## config.mk

```make
export PLATFORM = sky130hd
export DESIGN_NAME = neighborhood_sweep_ctrl
export DESIGN_NICKNAME = d
export VERILOG_FILES = /design/src/rtl/neighborhood_sweep_ctrl_pkg.sv /design/src/rtl/neighborhood_sweep_ctrl_window_addr_gen.sv /design/src/rtl/neighborhood_sweep_ctrl.sv
export SDC_FILE = /design/constraint.sdc
export NUM_CORES = 1
export LEC_CHECK = 0
export CORE_AREA = 2 2 175 177
export DETAILED_ROUTE_END_ITERATION = 6
export DIE_AREA = 0 0 177 179
export PLACE_DENSITY = 0.63
export SYNTH_ARGS = -nofsm -noshare
export SYNTH_HDL_FRONTEND = slang
export SYNTH_SLANG_ARGS = --single-unit
export TNS_END_PERCENT = 10
```

## constraint.sdc

```tcl
create_clock -name clk -period 4.2 [get_ports clk]
set_input_delay 0.42 -clock clk [delete_from_list [all_inputs] [get_ports clk]]
set_output_delay 0.42 -clock clk [all_outputs]
set_load 0.005 [all_outputs]
```

## src/rtl/neighborhood_sweep_ctrl_pkg.sv

```systemverilog
// Shared types and constants for the 3x3 neighbourhood sweep controller.
// Port k of the window maps to offset (dx,dy) = (k%3-1, k/3-1); port 4 is the centre cell.
package neighborhood_sweep_ctrl_pkg;

    localparam int unsigned NPORTS      = 9;
    localparam int unsigned CENTRE_PORT = 4;
    localparam int unsigned GEN_W       = 16;

    typedef enum logic [2:0] {
        S_IDLE    = 3'd0,
        S_ISSUE   = 3'd1,
        S_WAIT    = 3'd2,
        S_CAPTURE = 3'd3,
        S_OFFER   = 3'd4,
        S_RESULT  = 3'd5,
        S_WRITE   = 3'd6,
        S_DONE    = 3'd7
    } state_t;

    // Row (dy+1) and column (dx+1) selectors of window port k.
    function automatic logic [1:0] port_row(input int unsigned k);
        return 2'(k / 3);
    endfunction

    function automatic logic [1:0] port_col(input int unsigned k);
        return 2'(k % 3);
    endfunction

endpackage

```

## src/rtl/neighborhood_sweep_ctrl_window_addr_gen.sv

```systemverilog
// Combinational 3x3 window address generator on a toroidal grid.
// A dimension of size 1 wraps every neighbour back onto the cell itself.
module neighborhood_sweep_ctrl_window_addr_gen
    import neighborhood_sweep_ctrl_pkg::*;
#(
    parameter int unsigned ADDR_WIDTH = 32,
    parameter int unsigned GRID_W     = 8,
    parameter int unsigned GRID_H     = 8,
    parameter int unsigned XW         = 3,
    parameter int unsigned YW         = 3
) (
    input  logic [XW-1:0]                x,
    input  logic [YW-1:0]                y,
    input  logic [ADDR_WIDTH-1:0]        base,
    output logic [NPORTS*ADDR_WIDTH-1:0] addr
);

    logic [XW-1:0] col [3];
    logic [YW-1:0] row [3];

    // Wrapped neighbour coordinates: index 0 = -1, 1 = 0, 2 = +1.
    always_comb begin
        col[0] = (x == '0) ? XW'(GRID_W - 1) : x - XW'(1);
        col[1] = x;
        col[2] = (x == XW'(GRID_W - 1)) ? '0 : x + XW'(1);
        row[0] = (y == '0) ? YW'(GRID_H - 1) : y - YW'(1);
        row[1] = y;
        row[2] = (y == YW'(GRID_H - 1)) ? '0 : y + YW'(1);
    end

    always_comb begin
        addr = '0;
        for (int unsigned k = 0; k < NPORTS; k++) begin
            addr[k*ADDR_WIDTH +: ADDR_WIDTH] = base
                + ADDR_WIDTH'(row[port_row(k)]) * ADDR_WIDTH'(GRID_W)
                + ADDR_WIDTH'(col[port_col(k)]);
        end
    end

endmodule

```

## src/rtl/neighborhood_sweep_ctrl.sv

```systemverilog
// Sweeps every cell of a toroidal grid for one generation: reads the 3x3 window from the
// source buffer, hands it to the compute unit, and writes the result into the other buffer.
module neighborhood_sweep_ctrl
    import neighborhood_sweep_ctrl_pkg::*;
#(
    parameter int unsigned WIDTH      = 5,
    parameter int unsigned ADDR_WIDTH = 32,
    parameter int unsigned GRID_W     = 8,
    parameter int unsigned GRID_H     = 8,
    parameter int unsigned BUF0_BASE  = 0,
    parameter int unsigned BUF1_BASE  = 64
) (
    input  logic                         clk,
    input  logic                         reset,
    input  logic                         start,
    output logic                         busy,
    output logic                         done,
    output logic [GEN_W-1:0]             generation,
    output logic                         src_sel,
    output logic [NPORTS*ADDR_WIDTH-1:0] mem_addr,
    output logic [NPORTS*WIDTH-1:0]      mem_data_in,
    output logic                         mem_we,
    input  logic [NPORTS*WIDTH-1:0]      mem_data_out,
    output logic [NPORTS*WIDTH-1:0]      win_data,
    output logic                         win_valid,
    input  logic                         win_ready,
    input  logic [WIDTH-1:0]             res_data,
    input  logic                         res_valid,
    output logic                         res_ready
);

    localparam int unsigned XW = (GRID_W > 1) ? $clog2(GRID_W) : 1;
    localparam int unsigned YW = (GRID_H > 1) ? $clog2(GRID_H) : 1;
    localparam logic [ADDR_WIDTH-1:0] BASE0 = ADDR_WIDTH'(BUF0_BASE);
    localparam logic [ADDR_WIDTH-1:0] BASE1 = ADDR_WIDTH'(BUF1_BASE);

    state_t                        state, state_n;
    logic [XW-1:0]                 x, x_n;
    logic [YW-1:0]                 y, y_n;
    logic                          last_cell;
    logic [ADDR_WIDTH-1:0]         src_base, dst_base, gen_base;
    logic [NPORTS*ADDR_WIDTH-1:0]  win_addr;
    logic [ADDR_WIDTH-1:0]         wr_addr;

    logic                          busy_n, done_n, mem_we_n, win_valid_n, res_ready_n, src_sel_n;
    logic [GEN_W-1:0]              generation_n;
    logic [NPORTS*ADDR_WIDTH-1:0]  mem_addr_n;
    logic [NPORTS*WIDTH-1:0]       mem_data_in_n;
    logic [NPORTS*WIDTH-1:0]       win_data_n;

    assign last_cell = (x == XW'(GRID_W - 1)) && (y == YW'(GRID_H - 1));
    assign src_base  = src_sel ? BASE1 : BASE0;
    assign dst_base  = src_sel ? BASE0 : BASE1;
    // The generator always looks at the upcoming cell; its base flips to dst for the write.
    assign gen_base  = (state_n == S_WRITE) ? dst_base : src_base;
    assign wr_addr   = win_addr[CENTRE_PORT*ADDR_WIDTH +: ADDR_WIDTH];

    neighborhood_sweep_ctrl_window_addr_gen #(
        .ADDR_WIDTH (ADDR_WIDTH),
        .GRID_W     (GRID_W),
        .GRID_H     (GRID_H),
        .XW         (XW),
        .YW         (YW)
    ) u_addr_gen (
        .x    (x_n),
        .y    (y_n),
        .base (gen_base),
        .addr (win_addr)
    );

    always_ff @(posedge clk or posedge reset) begin
        if (reset) begin
            state <= S_IDLE;
            x     <= '0;
            y     <= '0;
        end else begin
            state <= state_n;
            x     <= x_n;
            y     <= y_n;
        end
    end

    // Next-state and cell-coordinate sequencing.
    always_comb begin
        state_n = state;
        x_n     = x;
        y_n     = y;
        case (state)
            S_IDLE: begin
                if (start) begin
                    state_n = S_ISSUE;
                    x_n     = '0;
                    y_n     = '0;
                end
            end
            S_ISSUE:   state_n = S_WAIT;
            S_WAIT:    state_n = S_CAPTURE;
            S_CAPTURE: state_n = S_OFFER;
            S_OFFER:   if (win_ready) state_n = S_RESULT;
            S_RESULT:  if (res_valid) state_n = S_WRITE;
            S_WRITE: begin
                if (last_cell) begin
                    state_n = S_DONE;
                end else begin
                    state_n = S_ISSUE;
                    if (x == XW'(GRID_W - 1)) begin
                        x_n = '0;
                        y_n = y + YW'(1);
                    end else begin
                        x_n = x + XW'(1);
                    end
                end
            end
            S_DONE:    state_n = S_IDLE;
            default:   state_n = S_IDLE;
        endcase
    end

    // Next values of the registered outputs.
    always_comb begin
        busy_n        = (state_n != S_IDLE);
        done_n        = (state_n == S_DONE);
        mem_we_n      = (state_n == S_WRITE);
        win_valid_n   = (state_n == S_OFFER);
        res_ready_n   = (state_n == S_RESULT);
        src_sel_n     = src_sel;
        generation_n  = generation;
        mem_addr_n    = mem_addr;
        mem_data_in_n = mem_data_in;
        win_data_n    = win_data;

        if (state_n == S_ISSUE) begin
            mem_addr_n = win_addr;
        end
        if (state_n == S_WRITE) begin
            mem_addr_n    = {NPORTS{wr_addr}};
            mem_data_in_n = {NPORTS{res_data}};
        end
        if (state == S_CAPTURE) begin
            win_data_n = mem_data_out;
        end
        if (state == S_DONE) begin
            src_sel_n    = ~src_sel;
            generation_n = generation + GEN_W'(1);
        end
    end

    always_ff @(posedge clk or posedge reset) begin
        if (reset) begin
            busy        <= 1'b0;
            done        <= 1'b0;
            mem_we      <= 1'b0;
            win_valid   <= 1'b0;
            res_ready   <= 1'b0;
            src_sel     <= 1'b0;
            generation  <= '0;
            mem_addr    <= '0;
            mem_data_in <= '0;
            win_data    <= '0;
        end else begin
            busy        <= busy_n;
            done        <= done_n;
            mem_we      <= mem_we_n;
            win_valid   <= win_valid_n;
            res_ready   <= res_ready_n;
            src_sel     <= src_sel_n;
            generation  <= generation_n;
            mem_addr    <= mem_addr_n;
            mem_data_in <= mem_data_in_n;
            win_data    <= win_data_n;
        end
    end

endmodule

```

==> flow_metrics.tcl, run 1 <==
set metrics [dict create \
    outcome "finished clean" \
    timing.rr.end "mem_addr[165]" \
    yosys_most_used_dff "dfrtp_1" \
    clock_tree.root_cell "clkbuf_16" \
    min_path_type "in -> async" \
    start_util_pct 22.0 \
    antenna_found_initial 0 \
    drv_slew 0 \
    synth-edff-count 0 \
    critPathKind "reg -> reg" \
    cp.required_ns 4.45 \
    hpwl_mm 10.6 \
    ir_worst_vdd_v 0.000235 \
    utilization_pct 27.1 \
    design_area_mm2 0.00813 \
    first_global_vias 3423 \
    dr.pass1.iters 4 \
    cts_setup_buffers 0 \
    grt_max_degree 48 \
    fp.dieW_um 177 \
    cts_tree "yes" \
    drtAntennaViolNets 0 \
    synth_cell_types 48 \
    setup_viol 0 \
    wire_per_inst_um 11.5 \
    area_delta_synth_final_pct 23.2 \
    io_buffers 229 \
    cp-end-kind "register" \
    grt_use_total_pct 8.27 \
    grt_setup_unrepaired "false" \
    r2r_slack_ns 1.45 \
    core_area_mm2 0.0300 \
    yosysSeqAreaShare_pct 37.9 \
    clock_latency_ns 0.36 \
    worst-path-max-fanout 19 \
    postPlaceCellArea_mm2 0.00785 \
    postSynthCellCount 639 \
    gp_congestion 0.794 \
    synth-warning-count 0 \
    die_area_mm2 0.0317 \
    yosysMostFrequentCell "buf_4" \
    hold_viol 0 \
    h-tree-depth 3 \
    fmax_ghz 0.363 \
    wl_mm 13.6 \
    ctsResizeCount 0 \
    layout_setup_ws_ns 1.45 \
    viasPerCell 3.41 \
    syn-cell-area_mm2 0.00660 \
    ys_ff_latch 100 \
    holdWs_ns 0.471 \
    grt_pass1_wl_mm 19.7 \
    clk_pin_slew_worst_paths_ns 0.07 \
    antenna_cells 0 \
    chipHeight_um 179 \
    drt_iter0_markers 207 \
    post-place-ws_ns 1.28 \
    start_kind "register" \
    clock_skew_ns 0.0138 \
    setup_tns_ns 0 \
    yosys.area.top_type "dfrtp_1" \
    cts_inserted_buffers 9 \
    synth_top_area_share_pct 37.9 \
    holdBufCountCts 0 \
    layout.nets 850 \
    synth_area_leaders "dfrtp_1, buf_4, mux2_2" \
    io_pins 455 \
    via_count 4035 \
    yosys-top-cells-count "buf_4, dfrtp_1, mux2_2" \
    gr-total-overflow 0 \
    drive_gt1_share_pct 10.2 \
    worstPathArrival_ns 3.00 \
    synth.avg_cell_area_um2 10.3 \
    async_flop_share_pct 100 \
    r2r_cells 5 \
    worstMarginPinSlew_ns 1.02 \
    period_needed_ns 2.75 \
    finalCritPeriodShare_pct 65.6 \
    num_rows 64 \
    drc 0 \
    timing.rr.start "state[2]" \
    p_per_area_mw_per_mm2 579 \
    max_cap_violations 0 \
    clockBufferDepth 2 \
    power_leakage_nw 3.74 \
    clock-sinks 100 \
    slew_headroom_pct 31.9 \
]
[worst max path at each step]
stage	cells after the start	to	slack [ns]	start
6_report	5	mem_addr[165]	1.45	state[2]
5_1_grt	5	mem_addr[224]	1.20	state[2]
4_1_cts	5	mem_addr[165]	1.43	state[2]
3_5_place_dp	5	mem_addr[224]	1.28	res_valid
3_3_place_gp	9	mem_addr[258]	1.35	start
2_1_floorplan	1	busy	1.16	reset
[cell type report]
type | instances | area, um^2
multi-input combinational | 429 | 2500
tap | 396 | 495
timing repair buffer | 232 | 2310
sequential | 100 | 2500
fill | 3206 | 21900
clock inverter | 5 | 43.8
inverter | 10 | 40.0
clock buffer | 11 | 233
[metal layers]
metal / vias to the layer above / part of all wire (%) / GRT usage [%]
li1: 1838 / - / -
met1: 1903 / 37 / 9.38
met2: 280 / 49 / 13.5
met3: 14 / 12 / 3.29
met4: 0 / 2.0 / 4.17
met5: - / 0 / 0
[layout by cell type, fill, tap and decap left out, drive strengths merged, types with 9 or more instances in the layout]
cell           synthesis  routed
clkdlybuf4s50          0     229
conb                   1     225
dfrtp                100     100
mux2                  51      51
nand2                 29      29
xnor2                 13      13
ha                    13      13
nand3                 12      12
inv                   10      12
clkbuf                 3      11
a21oi                  9       9
[logic make-up after synthesis]
| logic type | Yosys count | share of synthesized area (%) |
|---|---|---|
| multiplexers | 54 | 9.35 |
| other | 1 | 0.0568 |
| AO/OA/AOI/OAI | 44 | 4.74 |
| flip-flops | 100 | 37.9 |
| adder cells (fa/ha/maj) | 13 | 2.47 |
| buffers and inverters | 334 | 36.9 |
| AND/OR/NAND/NOR | 77 | 6.37 |
| XOR/XNOR | 16 | 2.12 |
[where the power goes]
| group | leakage [nW] | total (mW) | internal [mW] | switching [mW] |
|---|---|---|---|---|
| Clock | 0.128 | 0.803 | 0.410 | 0.393 |
| Combinational | 2.38 | 2.22 | 1.49 | 0.727 |
| Sequential | 1.24 | 1.68 | 1.32 | 0.358 |
| Total | 3.74 | 4.70 | 3.22 | 1.48 |
[critical path: stages, from the launching register on]
cell and delay (ns):
dfrtp_1 0.51, nor2b_1 0.22, nand3_2 0.31, inv_1 0.31, a21oi_1 0.86, mux2_2 0.42
[stage by stage]
step | std cells | total power [mW]
2_1_floorplan | 863 | 3.02
3_3_place_gp | 1167 | 3.91
3_5_place_dp | 1167 | 3.95
4_1_cts | 1183 | 4.80
5_1_grt | 1183 | 5.07
6_report | 1183 | 4.70
[registers in the layout, summed over array words and instances, names as in the netlist]
register and cells:
mem_we 1, generation 16, y 3, done 1, res_ready 1, mem_data_in 5
state 3, src_sel 1, win_data 45, mem_addr 19, x 3, win_valid 1
busy 1
No activity file was read; power rests on OpenSTA's default activity.
==> inputs of run 2 (changes only) <==
clock period = 2.75 ns   (was 4.2 ns; I/O delays follow)
==> run 2 against run 1 <==
Clock power grew 68%; global-route usage shrank 0.16 points; flip-flop and latch count is the same; fmax grew 11%; clock-buffer cell count is the same; die area is the same; critical endpoint is now mem_addr[257]; total power grew 57%; register-to-register slack lost 1.2 ns; sequential share of layout area shrank 0.37 points; routed wire length grew 0.56%.
==> flow_metrics.tcl, run 2 (synthesis results as in run 1) <==
set metrics [dict create \
    period_needed_ns 2.47 \
    grt_use_total_pct 8.11 \
    seq_power_share_pct 34.3 \
    cp-end-kind "register" \
    critPathKind "reg -> reg" \
    utilization_pct 27.4 \
    wl_mm 13.7 \
    mostFrequentLayoutCells "clkdlybuf4s50_1, conb_1, dfrtp_1" \
    cts_setup_buffers 0 \
    fmax_ghz 0.405 \
    finalCritPeriodShare_pct 89.9 \
    ir_worst_vdd_v 0.000405 \
    clock_skew_ns 0.0107 \
    design_area_mm2 0.00823 \
    viasPerCell 3.40 \
    outcome "finished clean" \
    drtAntennaViolNets 0 \
    start_kind "register" \
    start_util_pct 22.0 \
    grt_pass1_wl_mm 19.2 \
    critPathMaxStageDelay_ns 0.40 \
    multi_input_area_mm2 0.00250 \
    worstPathArrival_ns 2.71 \
    final_common_cell "clkdlybuf4s50_1" \
    slew_headroom_pct 60.3 \
    drv_slew 0 \
    drive_gt1_share_pct 11.1 \
    wire_per_inst_um 11.5 \
    crit_buf_inv 1 \
    combinationalPowerShare_pct 47.4 \
    top_regs "win_data (45), mem_addr (19), generation (16)" \
    grt_setup_unrepaired "false" \
    max_cap_violations 0 \
    via_count 4044 \
    clk_pin_slew_worst_paths_ns 0.07 \
    setup_viol 0 \
    gr-total-overflow 0 \
    ctsResizeCount 0 \
    clock-sinks 100 \
    antenna_found_initial 0 \
    p_per_area_mw_per_mm2 896 \
    largest_reg_flops 45 \
    cpMostUsedCell "ha_1" \
    regArea_mm2 0.00250 \
    drc 0 \
    cp_num_cells 8 \
    cpLargestDelayFamily "adder cells" \
    fp.dieW_um 177 \
    layout.nets 857 \
    clock_latency_ns 0.35 \
    num_rows 64 \
    cts_tree "yes" \
    hold_viol 0 \
    area_delta_synth_final_pct 24.7 \
    cell_internal_pwr_mw 5.10 \
    io_buffers 229 \
    p_sw_mw 2.27 \
    gp_congestion 0.796 \
    min_path_type "in -> async" \
    antenna_cells 0 \
    die_area_mm2 0.0317 \
    core_area_mm2 0.0300 \
    io_pins 455 \
    largest-register "win_data" \
    critPathSlowestCell "dfrtp_1" \
    power_leakage_nw 3.80 \
    drt_iter0_markers 139 \
    hpwl_mm 10.7 \
    first_global_vias 3483 \
    worstMarginPinSlew_ns 0.595 \
    path_cells "ha_1 -> ha_1 -> nand2_1 -> a32o_1 -> inv_1 -> ha_1 -> nor3b_1 -> a221o_1" \
    r2r_cells 8 \
    fillers 3175 \
    postPlaceCellArea_mm2 0.00792 \
    clockBufferDepth 2 \
    p_clk_share_pct 18.3 \
    dr.pass1.iters 4 \
    clock_tree.root_cell "clkbuf_16" \
    h-tree-depth 3 \
    holdBufCountCts 0 \
    setup_tns_ns 0 \
    switching_share_pct 30.8 \
    worst-path-max-fanout 8 \
    chipHeight_um 179 \
    grt_max_degree 60 \
    cts_inserted_buffers 9 \
    cp.required_ns 2.99 \
]
[run 2: changes by cell type in the layout (fill, tap and decap cells not counted)]
cell,previous run,this run
inv_4,1,0
buf_12,0,1
clkbuf_1,2,0
inv_8,1,0
bufinv_16,0,1
clkbuf_8,0,2
inv_6,1,2
buf_4,3,9
clkinvlp_4,2,1
[run 2: power groups by stage]
stage | Combinational, mW | Sequential, mW | Clock (mW)
final | 3.49 | 2.53 | 1.35
after global routing | 3.81 | 2.63 | 1.48
after CTS | 3.55 | 2.56 | 1.43
after detailed placement | 3.53 | 2.58 | 0
after global placement | 3.50 | 2.55 | 0
after floorplan | 2.15 | 2.46 | 0
[run 2: layer usage]
| metal | vias to the layer above | wire, um | GRT usage, % |
|---|---|---|---|
| li1 | 1854 | - | - |
| met1 | 1895 | 5140 | 9.19 |
| met2 | 284 | 6770 | 13.6 |
| met3 | 11 | 1590 | 2.99 |
| met4 | 0 | 214 | 3.68 |
| met5 | - | 0 | 0 |
[run 2: area by class of cell]
class | instances | share of cell area, %
Clock buffer | 11 | 3.07
Clock inverter | 4 | 0.685
Inverter | 10 | 0.502
Multi-Input combinational cell | 429 | 30.4
Sequential cell | 100 | 30.4
Tap cell | 396 | 6.02
Timing Repair Buffer | 239 | 28.9
[run 2: final timing paths]
path | start | to | slack (ns)
min in group clk | res_data[4] | mem_data_in[39] | 0.44
max in group asynchronous | reset | mem_addr[256] | 1.78
setup / recovery | x[0] | mem_addr[257] | 0.28
setup reg to reg | x[0] | mem_addr[257] | 0.28
hold reg to reg | generation[15] | generation[15] | 0.48
hold / removal | reset | win_data[32] | 0.29
[run 2: through the flow]
step	instances	power (mW)	hold WS, ns	setup slack (ns)
global route	1189	7.93	0.317	0.108
CTS	1189	7.54	0.277	0.305
detailed placement	1174	6.11	0.477	0.263
global placement	1174	6.05	0.466	0.301
finish	1189	7.37	0.287	0.278
floorplan	863	4.61	0.371	0.632
==> inputs of run 3 (changes only) <==
HOLD_SLACK_MARGIN = 0.08   (was default)
clock period = 2.8 ns   (was 2.75 ns; I/O delays follow)
==> run 3 against run 2 <==
Largest cell class unchanged; largest power group unchanged; die area unchanged; flip-flop and latch count unchanged; sequential share of layout area about the same; fmax up 0.62%; routed wire length up 0.28%.
==> flow_metrics.tcl, run 3 (synthesis results as in run 1) <==
set metrics [dict create \
    outcome "finished clean" \
    worstPathArrival_ns 2.70 \
    chipHeight_um 179 \
    finalCritPeriodShare_pct 87.7 \
    drt_iter0_markers 151 \
    path_cells "and3b_2 -> nand3_2 -> nand2_1 -> a32o_1 -> inv_1 -> ha_1 -> nor3b_1 -> a221o_1" \
    r2r_cells 8 \
    holdBufCountCts 0 \
    r2r_slack_ns 0.34 \
    hold_viol 0 \
    wl_mm 13.8 \
    endpoint "mem_addr[257]" \
    met2_usage_pct 13.5 \
    switching_share_pct 31.9 \
    max_cap_violations 0 \
    dr.pass1.iters 5 \
    io_buffers 229 \
    antenna_cells 0 \
    worst-path-max-fanout 13 \
    layout.nets 859 \
    start_kind "register" \
    first_global_vias 3548 \
    largest_reg_flops 45 \
    startpoint "state[1]" \
    io_pins 455 \
    clk_pin_slew_worst_paths_ns 0.08 \
    cts_tree "yes" \
    fillers 3213 \
    power_leakage_nw 3.80 \
    clock-sinks 100 \
    p_sw_mw 2.30 \
    post-place-ws_ns 0.252 \
    combinationalPowerShare_pct 48.0 \
    use_met1_pct 9.34 \
    regArea_mm2 0.00250 \
    gp_congestion 0.786 \
    clockBufferDepth 2 \
    power_mw 7.20 \
    grt_setup_unrepaired "false" \
    area_delta_synth_final_pct 24.7 \
    cts_setup_buffers 0 \
    timing.rr.end "mem_addr[257]" \
    via_count 4093 \
    top_regs "win_data (45), mem_addr (19), generation (16)" \
    setup_tns_ns 0 \
    period_needed_ns 2.46 \
    h-tree-depth 3 \
    ctsResizeCount 0 \
    final_common_cell "clkdlybuf4s50_1" \
    layout.cells.non_filler 1192 \
    timing.rr.start "state[1]" \
    clock_latency_ns 0.35 \
    gr-total-overflow 0 \
    viasPerCell 3.43 \
    drv_slew 0 \
    fmax_ghz 0.407 \
    critPathMaxStageDelay_ns 0.56 \
    min_path_type "in -> async" \
    gr-max-usage-layer "met2" \
    mostFrequentLayoutCells "clkdlybuf4s50_1, conb_1, dfrtp_1" \
    setup_viol 0 \
    hpwl_mm 10.7 \
    layout_setup_ws_ns 0.344 \
    clock_skew_ns 0.0112 \
    cp.required_ns 3.04 \
    grt_max_degree 51 \
    wire_per_inst_um 11.5 \
    cts_inserted_buffers 9 \
    cell_internal_pwr_mw 4.90 \
    grt_use_total_pct 8.11 \
    critPathSlowestCell "dfrtp_1" \
    drtAntennaViolNets 0 \
    core_area_mm2 0.0300 \
    antenna_found_initial 0 \
    slew_headroom_pct 59.0 \
    p_clk_share_pct 17.7 \
    cp-end-kind "register" \
    fp.dieW_um 177 \
    drc 0 \
    worstMarginPinSlew_ns 0.613 \
    drive_gt1_share_pct 11.4 \
    dp_cells 1176 \
    num_rows 64 \
    clock_tree.root_cell "clkbuf_16" \
    ir_worst_vdd_v 0.000370 \
    critPathKind "reg -> reg" \
    multi_input_area_mm2 0.00250 \
    gr-usage-met3_pct 3.14 \
    die_area_mm2 0.0317 \
    largest-register "win_data" \
    p_per_area_mw_per_mm2 875 \
    grt_pass1_wl_mm 19.5 \
    seq_power_share_pct 34.2 \
    start_util_pct 22.0 \
]
run 3: final cells by class:
class                   instances  area share (%)
multi-input cells             429            30.4
repair buffers                241            29.1
well taps                     396            6.02
clock inverters                 7           0.822
clock buffers                   9            2.74
inverters                      10           0.502
flip-flops and latches        100            30.4
run 3: worst min-delay path by stage:
stage                    from        endpoint  slack, ns
3_5_place_dp   generation[15]  generation[15]       0.48
6_report                reset    win_data[32]       0.34
3_3_place_gp   generation[15]  generation[15]       0.47
4_1_cts                 reset    win_data[31]       0.34
5_1_grt                 reset    win_data[32]       0.37
2_1_floorplan       win_ready       win_valid       0.38
run 3: metrics by stage:
stage | hold WS (ns) | area (um^2) | utilization [%]
3_5_place_dp | 0.479 | 7930 | 26.4
6_report | 0.342 | 8220 | 27.4
3_3_place_gp | 0.465 | 7930 | 26.4
2_1_floorplan | 0.376 | 7440 | -
5_1_grt | 0.375 | 8220 | 27.4
4_1_cts | 0.338 | 8220 | 27.4
run 3: critical path: cells and delay by family (launching register included):
| family | cells | cell delay, ns |
|---|---|---|
| compound gates | 2 | 0.53 |
| simple gates | 4 | 0.86 |
| fa+ha+maj | 1 | 0.31 |
| buf+inv | 1 | 0.09 |
| flops | 1 | 0.56 |
run 3: routing by layer:
layer,routed length (um),part of all wire (%)
met1,5120,37
met2,6760,49
met3,1680,12
met4,194,1.4
met5,0,0
run 3: power groups by stage:
| stage | sequential (mW) | combinational, mW | clock, mW |
|---|---|---|---|
| floorplan | 2.41 | 2.11 | 0 |
| global placement | 2.49 | 3.47 | 0 |
| detailed placement | 2.51 | 3.50 | 0 |
| CTS | 2.49 | 3.51 | 1.36 |
| global route | 2.56 | 3.79 | 1.41 |
| finish | 2.46 | 3.46 | 1.28 |
